File: src/rtl/fll_bus_bridge.sv
// Bridges one upstream req/ack config port to NUM_FLL downstream FLL config ports.
// Per-access timeout with error response, plus a per-channel lock synchroniser.
module fll_bus_bridge #(
    parameter int NUM_FLL     = 2,
    parameter int REG_AW      = 2,
    parameter int DW          = 32,
    parameter int TIMEOUT     = 255,
    parameter int SYNC_STAGES = 2,
    localparam int CHW        = (NUM_FLL > 1) ? $clog2(NUM_FLL) : 1,
    localparam int AW         = CHW + REG_AW
) (
    input  logic                  clk_i,
    input  logic                  rst_ni,
    input  logic                  up_req_i,
    input  logic                  up_wrn_i,
    input  logic [AW-1:0]         up_addr_i,
    input  logic [DW-1:0]         up_wdata_i,
    output logic                  up_ack_o,
    output logic [DW-1:0]         up_rdata_o,
    output logic                  up_err_o,
    output logic [NUM_FLL-1:0]    lock_o,
    output logic                  lock_all_o,
    output logic [NUM_FLL-1:0]    fll_req_o,
    output logic                  fll_wrn_o,
    output logic [REG_AW-1:0]     fll_addr_o,
    output logic [DW-1:0]         fll_wdata_o,
    input  logic [NUM_FLL-1:0]    fll_ack_i,
    input  logic [NUM_FLL*DW-1:0] fll_rdata_i,
    input  logic [NUM_FLL-1:0]    fll_lock_i
);

    localparam int CNTW = (TIMEOUT > 0) ? $clog2(TIMEOUT + 1) : 1;
    localparam logic [CNTW-1:0] CNT_MAX  = {CNTW{1'b1}};
    localparam logic [CNTW-1:0] CNT_LAST = (TIMEOUT > 0) ? CNTW'(TIMEOUT - 1) : {CNTW{1'b0}};

    typedef enum logic [2:0] {
        ST_IDLE     = 3'd0,
        ST_REQ      = 3'd1,
        ST_RESP     = 3'd2,
        ST_ERR      = 3'd3,
        ST_WAIT_REL = 3'd4
    } state_e;

    state_e state_r, next_state_s;

    logic [CHW-1:0]     sel_r, sel_nxt_s;
    logic [NUM_FLL-1:0] fll_req_r, fll_req_nxt_s;
    logic               fll_wrn_r, fll_wrn_nxt_s;
    logic [REG_AW-1:0]  fll_addr_r, fll_addr_nxt_s;
    logic [DW-1:0]      fll_wdata_r, fll_wdata_nxt_s;
    logic               up_ack_r, up_ack_nxt_s;
    logic               up_err_r, up_err_nxt_s;
    logic [DW-1:0]      up_rdata_r, up_rdata_nxt_s;
    logic [CNTW-1:0]    cnt_r, cnt_nxt_s;

    logic [CHW-1:0]     ch_s;
    logic               ch_ok_s;
    logic               ack_sel_s;
    logic [DW-1:0]      rdata_sel_s;
    logic               timeout_s;

    logic [NUM_FLL-1:0] sync_r [SYNC_STAGES];

    function automatic logic [NUM_FLL-1:0] ch_onehot(input logic [CHW-1:0] ch);
        logic [NUM_FLL-1:0] oh;
        oh = {NUM_FLL{1'b0}};
        for (int i = 0; i < NUM_FLL; i++) begin
            oh[i] = (ch == CHW'(i));
        end
        return oh;
    endfunction

    assign ch_s      = up_addr_i[AW-1:REG_AW];
    assign ch_ok_s   = (32'(ch_s) < 32'(NUM_FLL));
    assign timeout_s = (TIMEOUT != 0) && (cnt_r == CNT_LAST);

    // Route the ack and read data of the selected channel only; others are ignored.
    always_comb begin
        ack_sel_s   = 1'b0;
        rdata_sel_s = {DW{1'b0}};
        for (int i = 0; i < NUM_FLL; i++) begin
            if (sel_r == CHW'(i)) begin
                ack_sel_s   = fll_ack_i[i];
                rdata_sel_s = fll_rdata_i[i*DW +: DW];
            end else begin
                ack_sel_s   = ack_sel_s;
                rdata_sel_s = rdata_sel_s;
            end
        end
    end

    // FSM state register.
    always_ff @(posedge clk_i or negedge rst_ni) begin
        if (!rst_ni) begin
            state_r <= ST_IDLE;
        end else begin
            state_r <= next_state_s;
        end
    end

    // FSM next-state logic; ack beats expiry when both occur together.
    always_comb begin
        next_state_s = state_r;
        case (state_r)
            ST_IDLE: begin
                if (up_req_i) begin
                    next_state_s = ch_ok_s ? ST_REQ : ST_ERR;
                end else begin
                    next_state_s = ST_IDLE;
                end
            end
            ST_REQ: begin
                if (ack_sel_s) begin
                    next_state_s = ST_RESP;
                end else if (timeout_s) begin
                    next_state_s = ST_ERR;
                end else begin
                    next_state_s = ST_REQ;
                end
            end
            ST_RESP:     next_state_s = ST_WAIT_REL;
            ST_ERR:      next_state_s = ST_WAIT_REL;
            ST_WAIT_REL: begin
                if (!up_req_i) begin
                    next_state_s = ST_IDLE;
                end else begin
                    next_state_s = ST_WAIT_REL;
                end
            end
            default:     next_state_s = ST_IDLE;
        endcase
    end

    // Next values of the registered outputs; the ack pulse is raised on entry to RESP/ERR.
    always_comb begin
        sel_nxt_s       = sel_r;
        fll_req_nxt_s   = fll_req_r;
        fll_wrn_nxt_s   = fll_wrn_r;
        fll_addr_nxt_s  = fll_addr_r;
        fll_wdata_nxt_s = fll_wdata_r;
        up_ack_nxt_s    = 1'b0;
        up_err_nxt_s    = 1'b0;
        up_rdata_nxt_s  = up_rdata_r;
        cnt_nxt_s       = cnt_r;
        case (state_r)
            ST_IDLE: begin
                cnt_nxt_s = {CNTW{1'b0}};
                if (up_req_i) begin
                    sel_nxt_s       = ch_s;
                    fll_wrn_nxt_s   = up_wrn_i;
                    fll_addr_nxt_s  = up_addr_i[REG_AW-1:0];
                    fll_wdata_nxt_s = up_wdata_i;
                    if (ch_ok_s) begin
                        fll_req_nxt_s = ch_onehot(ch_s);
                    end else begin
                        up_ack_nxt_s   = 1'b1;
                        up_err_nxt_s   = 1'b1;
                        up_rdata_nxt_s = {DW{1'b0}};
                    end
                end else begin
                    fll_req_nxt_s = {NUM_FLL{1'b0}};
                end
            end
            ST_REQ: begin
                if (cnt_r != CNT_MAX) begin
                    cnt_nxt_s = cnt_r + CNTW'(1);
                end else begin
                    cnt_nxt_s = cnt_r;
                end
                if (ack_sel_s) begin
                    fll_req_nxt_s  = {NUM_FLL{1'b0}};
                    up_ack_nxt_s   = 1'b1;
                    up_rdata_nxt_s = rdata_sel_s;
                end else if (timeout_s) begin
                    fll_req_nxt_s  = {NUM_FLL{1'b0}};
                    up_ack_nxt_s   = 1'b1;
                    up_err_nxt_s   = 1'b1;
                    up_rdata_nxt_s = {DW{1'b0}};
                end else begin
                    fll_req_nxt_s = fll_req_r;
                end
            end
            default: begin
                fll_req_nxt_s = {NUM_FLL{1'b0}};
            end
        endcase
    end

    // Output and capture registers.
    always_ff @(posedge clk_i or negedge rst_ni) begin
        if (!rst_ni) begin
            sel_r       <= {CHW{1'b0}};
            fll_req_r   <= {NUM_FLL{1'b0}};
            fll_wrn_r   <= 1'b0;
            fll_addr_r  <= {REG_AW{1'b0}};
            fll_wdata_r <= {DW{1'b0}};
            up_ack_r    <= 1'b0;
            up_err_r    <= 1'b0;
            up_rdata_r  <= {DW{1'b0}};
            cnt_r       <= {CNTW{1'b0}};
        end else begin
            sel_r       <= sel_nxt_s;
            fll_req_r   <= fll_req_nxt_s;
            fll_wrn_r   <= fll_wrn_nxt_s;
            fll_addr_r  <= fll_addr_nxt_s;
            fll_wdata_r <= fll_wdata_nxt_s;
            up_ack_r    <= up_ack_nxt_s;
            up_err_r    <= up_err_nxt_s;
            up_rdata_r  <= up_rdata_nxt_s;
            cnt_r       <= cnt_nxt_s;
        end
    end

    // Lock synchroniser chain, free-running and independent of the FSM.
    always_ff @(posedge clk_i or negedge rst_ni) begin
        if (!rst_ni) begin
            for (int k = 0; k < SYNC_STAGES; k++) begin
                sync_r[k] <= {NUM_FLL{1'b0}};
            end
        end else begin
            sync_r[0] <= fll_lock_i;
            for (int k = 1; k < SYNC_STAGES; k++) begin
                sync_r[k] <= sync_r[k-1];
            end
        end
    end

    assign fll_req_o   = fll_req_r;
    assign fll_wrn_o   = fll_wrn_r;
    assign fll_addr_o  = fll_addr_r;
    assign fll_wdata_o = fll_wdata_r;
    assign up_ack_o    = up_ack_r;
    assign up_err_o    = up_err_r;
    assign up_rdata_o  = up_rdata_r;
    assign lock_o      = sync_r[SYNC_STAGES-1];
    assign lock_all_o  = &sync_r[SYNC_STAGES-1];

endmodule
File: config.mk
export PLATFORM = sky130hd
export DESIGN_NAME = fll_bus_bridge
export DESIGN_NICKNAME = d
export VERILOG_FILES = /design/src/rtl/fll_bus_bridge.sv
export SDC_FILE = /design/constraint.sdc
export NUM_CORES = 1
export LEC_CHECK = 0
export ABC_AREA = 0
export CAP_MARGIN = 30
export CORE_ASPECT_RATIO = 1.5
export CORE_UTILIZATION = 42
export DETAILED_ROUTE_END_ITERATION = 12
export GPL_TIMING_DRIVEN = 1
export PLACE_DENSITY = 0.81
export SYNTH_ARGS = -nofsm -noshare
export SYNTH_HDL_FRONTEND = slang
export SYNTH_SLANG_ARGS = --single-unit
File: constraint.sdc
create_clock -name clk_i -period 2 [get_ports clk_i]
set_input_delay 0.3 -clock clk_i [delete_from_list [all_inputs] [get_ports clk_i]]
set_output_delay 0.3 -clock clk_i [all_outputs]
set_load 0.05 [all_outputs]
==> qor_table.md, run 1 <==
| Item | Reported | Unit |
|:---|:---|:---|
| Result of the run | finished, final reports clean | - |
| Number of enable flip-flop cells after synthesis | 0 | - |
| Path class of the lowest-slack min-delay path | flip-flop to flip-flop | - |
| Pins Over Slew Limit | 0 | - |
| Hold-fix buffers, CTS | 1 | - |
| Overflow left after global routing | 0 | - |
| Dominant cell type by area after synthesis | sky130_fd_sc_hd__dfrtp_1 | - |
| Max-capacitance violation count | 0 | - |
| Proportion of layout cells with a drive suffix above 1 | 0.168 | - |
| Final setup TNS | 0 | ns |
| Number of clock sinks | 87 | - |
| Hold depth | 0 | - |
| Mean instance size in the synthesized netlist | 12.6 | um^2 |
| Antenna fix cells | 0 | - |
| Pin count of the biggest net entering global routing | 48 | - |
| Register bit count reported by yosys | 87 | - |
| Worst Hold End | lock_o[1] | - |
| Crit path capture type | output pin | - |
| Sequential cell area fraction in the yosys report | 0.552 | - |
| Total number of placement rows | 43 | - |
| Wire length after detailed routing | 9.72 | mm |
| Total routing resource utilization after global routing | 0.211 | - |
| Net count after synthesis | 422 | - |
| Layout Area Growth over Synthesis | 57.7 | % |
| Number of different library cells in the post-synthesis netlist | 38 | - |
| DR vias/cell | 5.46 | - |
| Post-synth top flop | sky130_fd_sc_hd__dfrtp_1 | - |
| Number of setup violations in the final report | 0 | - |
| WP data arrival | 1.60 | ns |
| Initial antenna violation count | 0 | - |
| CTS Buf Count | 9 | - |
| Worst slew margin relative to its limit | 0.598 | - |
| Post-route antenna net violation count | 0 | - |
| Setup skew after layout | 0.00679 | ns |
| Post-CTS clock slew at the launch and capture registers of the worst setup and hold paths | 0.06 | ns |
| DIE WIDTH | 81.2 | um |
| Height of the chip | 121 | um |
| Source-to-sink clock delay at the later pin of the worst-skew pair | 0.34 | ns |
| Min Clock Period, post-route | 1.90 | ns |
| Via count of the routed design | 3314 | - |
| Die ar. | 0.00980 | mm^2 |
| Cell at the root of the clock tree | sky130_fd_sc_hd__clkbuf_16 | - |
| TritonCTS clock tree | done | - |
| I/O pin total | 181 | - |
| Total number of nets in the final design | 599 | - |
| Worst-Margin Slew | 0.603 | ns |
| Clock Tree Buf Depth | 2 | - |
| Quantity of I/O buffers inserted on ports | 180 | - |
| Biggest area contributors in the synthesized netlist | sky130_fd_sc_hd__dfrtp_1 (55%), sky130_fd_sc_hd__mux2_2 (10%), sky130_fd_sc_hd__mux2i_1 (8.6%) | - |
| Number of global-route vias before repair | 3397 | - |
| Most frequent cells in the layout | sky130_fd_sc_hd__clkdlybuf4s50_1 (179), sky130_fd_sc_hd__dfrtp_1 (86), sky130_fd_sc_hd__mux2_2 (35), sky130_fd_sc_hd__mux2i_1 (33), sky130_fd_sc_hd__o21ai_0 (33) | - |
| Final worst-path setup slack | 0.0955 | ns |
| VDD IR-drop max | 1.16 | mV |
| Routed wire per std cell | 16.0 | um |
| Start point of the worst min-delay path | sync_r[3] | - |
| YS warnings | 0 | - |
| Worst endpoint required time | 1.70 | ns |
| Router iterations before antenna repair | 4 | - |
| Cell area after layout | 0.00622 | mm^2 |
| Total half-perimeter wirelength after legalization and detailed placement | 7.11 | mm |
| Syn Std Cell Area | 0.00395 | mm^2 |
| Destination of the worst register-to-register timing path | up_rdata_o[2] | - |
| Area of the core | 0.00920 | mm^2 |
| Post-CTS repair timing setup buffer count | 0 | - |
| Total leakage power | 0.00254 | uW |
| Worst reg2reg startpoint | state_r[1] | - |
| Level count of the clock H-tree | 3 | - |
| Total power density per cell area | 1800 | mW/mm^2 |
| Portion of synthesized cell area occupied by the leading cell type | 0.552 | - |
| Critical path peak fanout | 2 | - |
| Hold violation total from the final report | 0 | - |
| Cell count after synthesis | 313 | - |
| Worst hold-check slack | 0.360 | ns |
| Share of async-settable or async-resettable flops after synthesis | 1.00 | - |
| Wire length of the first global-routing pass | 15.7 | mm |
| DRC marker count from the first detailed-route iteration | 188 | - |
| Post-route fraction of the period consumed by the critical path | 0.952 | - |
| Initial core utilization | 0.429 | - |
| Path depth of the worst reg2reg path | 4 | - |
| Routability Congestion | 0.761 | - |
| Pre-CTS setup slack | 0.0470 | ns |
| Util after Layout | 0.676 | - |
| Placed cell area | 0.00587 | mm^2 |
| DRC violation count after routing | 0 | - |
| Reg2reg setup slack | 0.30 | ns |
| F_max | 525 | MHz |
| Unrepaired setup endpoints after global routing | false | - |
| Commonest non-fill, non-tap cell in the layout | sky130_fd_sc_hd__clkdlybuf4s50_1 | - |
| # resized after CTS | 0 | - |
| Kind of start point of the critical path | flip-flop | - |
| Class of the most critical setup path | flip-flop to output pin | - |
## synth_stat cells (4+ instances only)
| cell type | count |
|---|---|
| sky130_fd_sc_hd__dfrtp_1 | 87 |
| sky130_fd_sc_hd__mux2_2 | 35 |
| sky130_fd_sc_hd__mux2i_1 | 34 |
| sky130_fd_sc_hd__o21ai_0 | 33 |
| sky130_fd_sc_hd__o22ai_1 | 18 |
| sky130_fd_sc_hd__o22ai_2 | 14 |
| sky130_fd_sc_hd__clkbuf_1 | 13 |
| sky130_fd_sc_hd__buf_6 | 7 |
| sky130_fd_sc_hd__nand3_1 | 7 |
| sky130_fd_sc_hd__a21oi_1 | 6 |
| sky130_fd_sc_hd__buf_2 | 5 |
| sky130_fd_sc_hd__inv_1 | 5 |
| sky130_fd_sc_hd__nor2_1 | 5 |
| sky130_fd_sc_hd__and4_1 | 4 |
| sky130_fd_sc_hd__nand2_1 | 4 |
| sky130_fd_sc_hd__nand4_1 | 4 |
| sky130_fd_sc_hd__nor3_1 | 4 |
## per-layer routing
layer | global-route usage | wire length (um)
met5 | 0 | 0
met3 | 0.0596 | 820
met2 | 0.350 | 5000
met4 | 0.110 | 286
met1 | 0.242 | 3620
## through the flow
step,total power [uW],instances
after CTS,11300,607
after detailed placement,9370,590
after global routing,11700,607
final,11200,607
after global placement,9230,590
after floorplan,7250,313
## area by class of cell
class,instances,area (um^2)
clock buffers,12,267
clock inverters,4,76.3
fillers,727,2980
inverters,5,18.8
multi-input cells,194,1590
flip-flops and latches,87,2180
well taps,112,140
repair buffers,193,1950
## logic make-up (layout without fill, tap and decap cells)
family | Yosys count | after routing | share of synthesized area
flops | 87 | 87 | 0.552
compound gates | 83 | 83 | 0.147
mux | 69 | 69 | 0.186
simple gates | 40 | 40 | 0.0618
buf+inv | 32 | 214 | 0.0472
fa+ha+maj | 2 | 2 | 0.00634
## report_power, final
| part | switching, uW | internal [uW] | leakage (uW) |
|---|---|---|---|
| clock network | 667 | 1200 | 0.000165 |
| logic | 3940 | 2440 | 0.00131 |
| registers | 421 | 2520 | 0.00107 |
| total | 5030 | 6160 | 0.00254 |
## registers in the layout, indices dropped and copies added, names as in the netlist
register,cells
fll_wdata_o,32
cnt_r,8
sel_r,1
up_rdata_o,32
up_ack_o,1
fll_addr_o,2
fll_wrn_o,1
sync_r,2
lock_o,2
state_r,3
fll_req_o,2
up_err_o,1
## how the worst max path moves through the flow
stage,start,end,slack (ns),cells past startpoint
finish,lock_o[0],lock_all_o,0.1,2
global placement,up_req_i,fll_wdata_o[26],0.11,4
floorplan,state_r[1],up_rdata_o[12],0.34,5
detailed placement,up_req_i,fll_addr_o[0],0.05,4
global route,lock_o[0],lock_all_o,0.02,2
CTS,lock_o[0],lock_all_o,0.08,2
## worst max-delay path, stage by stage (launching register included)
cell                              delay [ns]
sky130_fd_sc_hd__dfrtp_1                0.34
sky130_fd_sc_hd__and2_1                 0.12
sky130_fd_sc_hd__clkdlybuf4s50_1        0.80
Power figures use the tool's default switching activity.
==> inputs of run 2 (changes only) <==
--- a/config.mk
+++ b/config.mk
@@ -8,10 +8,9 @@
 export ABC_AREA = 0
 export CAP_MARGIN = 30
 export CORE_ASPECT_RATIO = 1.5
-export CORE_UTILIZATION = 42
+export CORE_UTILIZATION = 30
 export DETAILED_ROUTE_END_ITERATION = 12
 export GPL_TIMING_DRIVEN = 1
-export PLACE_DENSITY = 0.81
 export SYNTH_ARGS = -nofsm -noshare
 export SYNTH_HDL_FRONTEND = slang
 export SYNTH_SLANG_ARGS = --single-unit
==> run 2 against run 1 <==
Against the previous run: clock skew rose by 0.00098 ns; highest routed layer unchanged; die area increased by 39%; sequential cell count stayed put; final cell count is 7.7% higher; via count decreased by 2.5%; clock power is 15% lower; register-to-register slack hardly changed; critical endpoint unchanged; clock-buffer cell count fell by 3; design area increased by 0.14%.
==> qor_table.md, run 2 (synthesis results as in run 1) <==
| Item | Reported | Unit |
|:---|:---|:---|
| Total leakage power | 0.00252 | uW |
| Total routing resource utilization after global routing | 0.151 | - |
| Post-route fraction of the period consumed by the critical path | 0.947 | - |
| DRC marker count from the first detailed-route iteration | 101 | - |
| Unrepaired setup endpoints after global routing | false | - |
| Path depth of the worst reg2reg path | 4 | - |
| GRT met3 Usage | 0.0491 | - |
| Cell area after layout | 0.00623 | mm^2 |
| Pins Over Slew Limit | 0 | - |
| I/O pin total | 181 | - |
| CTS Buf Count | 9 | - |
| Total half-perimeter wirelength after legalization and detailed placement | 7.31 | mm |
| Class of the most critical setup path | flip-flop to output pin | - |
| Combined flip-flop and latch cell area | 0.00218 | mm^2 |
| Routed wire per std cell | 15.5 | um |
| Clock Tree Buf Depth | 2 | - |
| Number of setup violations in the final report | 0 | - |
| Antenna fix cells | 0 | - |
| F_max | 528 | MHz |
| Post-route antenna net violation count | 0 | - |
| Layout Area Growth over Synthesis | 57.9 | % |
| Global Route met1 Usage | 0.177 | - |
| Proportion of layout cells with a drive suffix above 1 | 0.168 | - |
| Result of the run | finished, final reports clean | - |
| Total power density per cell area | 1750 | mW/mm^2 |
| Most frequent cells in the layout | sky130_fd_sc_hd__clkdlybuf4s50_1 (179), sky130_fd_sc_hd__dfrtp_1 (86), sky130_fd_sc_hd__mux2_2 (35), sky130_fd_sc_hd__mux2i_1 (33), sky130_fd_sc_hd__o21ai_0 (33) | - |
| Layout fillers | 1163 | - |
| Setup skew after layout | 0.00776 | ns |
| Routability Congestion | 0.713 | - |
| Crit path capture type | output pin | - |
| Worst hold-check slack | 0.356 | ns |
| Number of global-route vias before repair | 3219 | - |
| Post-CTS clock slew at the launch and capture registers of the worst setup and hold paths | 0.07 | ns |
| DIE WIDTH | 95.7 | um |
| Busiest metal layer after global routing | met2 | - |
| Max-capacitance violation count | 0 | - |
| Placed cell area | 0.00595 | mm^2 |
| Wire length of the first global-routing pass | 15.9 | mm |
| Hold depth | 0 | - |
| Hold violation total from the final report | 0 | - |
| DR vias/cell | 4.94 | - |
| Worst slew margin relative to its limit | 0.623 | - |
| Die ar. | 0.0136 | mm^2 |
| Kind of start point of the critical path | flip-flop | - |
| VDD IR-drop max | 0.622 | mV |
| Critical path peak fanout | 2 | - |
| Total number of placement rows | 51 | - |
| Level count of the clock H-tree | 3 | - |
| Cell at the root of the clock tree | sky130_fd_sc_hd__clkbuf_16 | - |
| Height of the chip | 142 | um |
| Worst-Margin Slew | 0.563 | ns |
| Source-to-sink clock delay at the later pin of the worst-skew pair | 0.33 | ns |
| WP data arrival | 1.59 | ns |
| TritonCTS clock tree | done | - |
| Number of clock sinks | 87 | - |
| Via count of the routed design | 3230 | - |
| Total number of nets in the final design | 600 | - |
| Met2 usage | 0.256 | - |
| Initial antenna violation count | 0 | - |
| Worst endpoint required time | 1.70 | ns |
| Area of the core | 0.0129 | mm^2 |
| Router iterations before antenna repair | 4 | - |
| Wire length after detailed routing | 10.1 | mm |
| Final setup TNS | 0 | ns |
| Commonest non-fill, non-tap cell in the layout | sky130_fd_sc_hd__clkdlybuf4s50_1 | - |
| DRC violation count after routing | 0 | - |
| Path class of the lowest-slack min-delay path | flip-flop to flip-flop | - |
| Min Clock Period, post-route | 1.89 | ns |
| Quantity of I/O buffers inserted on ports | 180 | - |
| Initial core utilization | 0.306 | - |
| # resized after CTS | 0 | - |
| Multi-input gate area | 0.00160 | mm^2 |
| Overflow left after global routing | 0 | - |
| Pin count of the biggest net entering global routing | 36 | - |
-- run 2: cell count changes in the layout (fill, tap and decap cells not counted), sizes merged --
cell    before  now
buf         13   14
bufinv       2    0
clkbuf      12    9
inv          5    9
-- run 2: worst max-delay path, stage by stage, from the launching register on --
cell	delay, ns
sky130_fd_sc_hd__dfrtp_1	0.34
sky130_fd_sc_hd__and2_1	0.12
sky130_fd_sc_hd__clkdlybuf4s50_1	0.80
-- run 2: power by group --
group | internal, uW | switching, uW
combinational | 2460 | 3950
sequential | 2520 | 411
clock | 855 | 725
total | 5840 | 5090
-- run 2: through the flow --
step           instances  utilization  worst slack [ns]  power [uW]
4_1_cts              654        0.483            0.0788       11100
2_1_floorplan        313            -             0.343        7250
3_5_place_dp         638        0.461            0.0273        9420
5_1_grt              654        0.483            0.0584       11500
6_report             654        0.483             0.106       10900
3_3_place_gp         638        0.461             0.100        9320
-- run 2: repair_timing --
item	CTS	global route
hold buffers	1	0
endpoints found under the hold margin	30	0
buffers inserted	0	0
-- run 2: worst paths after layout --
check / startpoint / end / slack [ns]
max: lock_o[1] / lock_all_o / 0.11
min: sync_r[2] / lock_o[0] / 0.36
max reg2reg: state_r[1] / up_rdata_o[26] / 0.29
min reg2reg: sync_r[2] / lock_o[0] / 0.36
max in group asynchronous: rst_ni / fll_wdata_o[0] / 0.90
min in group asynchronous: rst_ni / fll_wdata_o[18] / 0.45
-- run 2: final cells by class --
cell class / count / share of cell area
flip-flops and latches: 87 / 0.350
repair buffers: 194 / 0.314
clock inverters: 6 / 0.00823
clock buffers: 9 / 0.0361
well taps: 159 / 0.0319
multi-input cells: 194 / 0.257
inverters: 5 / 0.00301
-- run 2: routing by layer --
layer	vias up	routed length, um
li1	1526	-
met1	1562	4000
met2	134	5170
met3	8	862
met4	0	96
met5	-	0
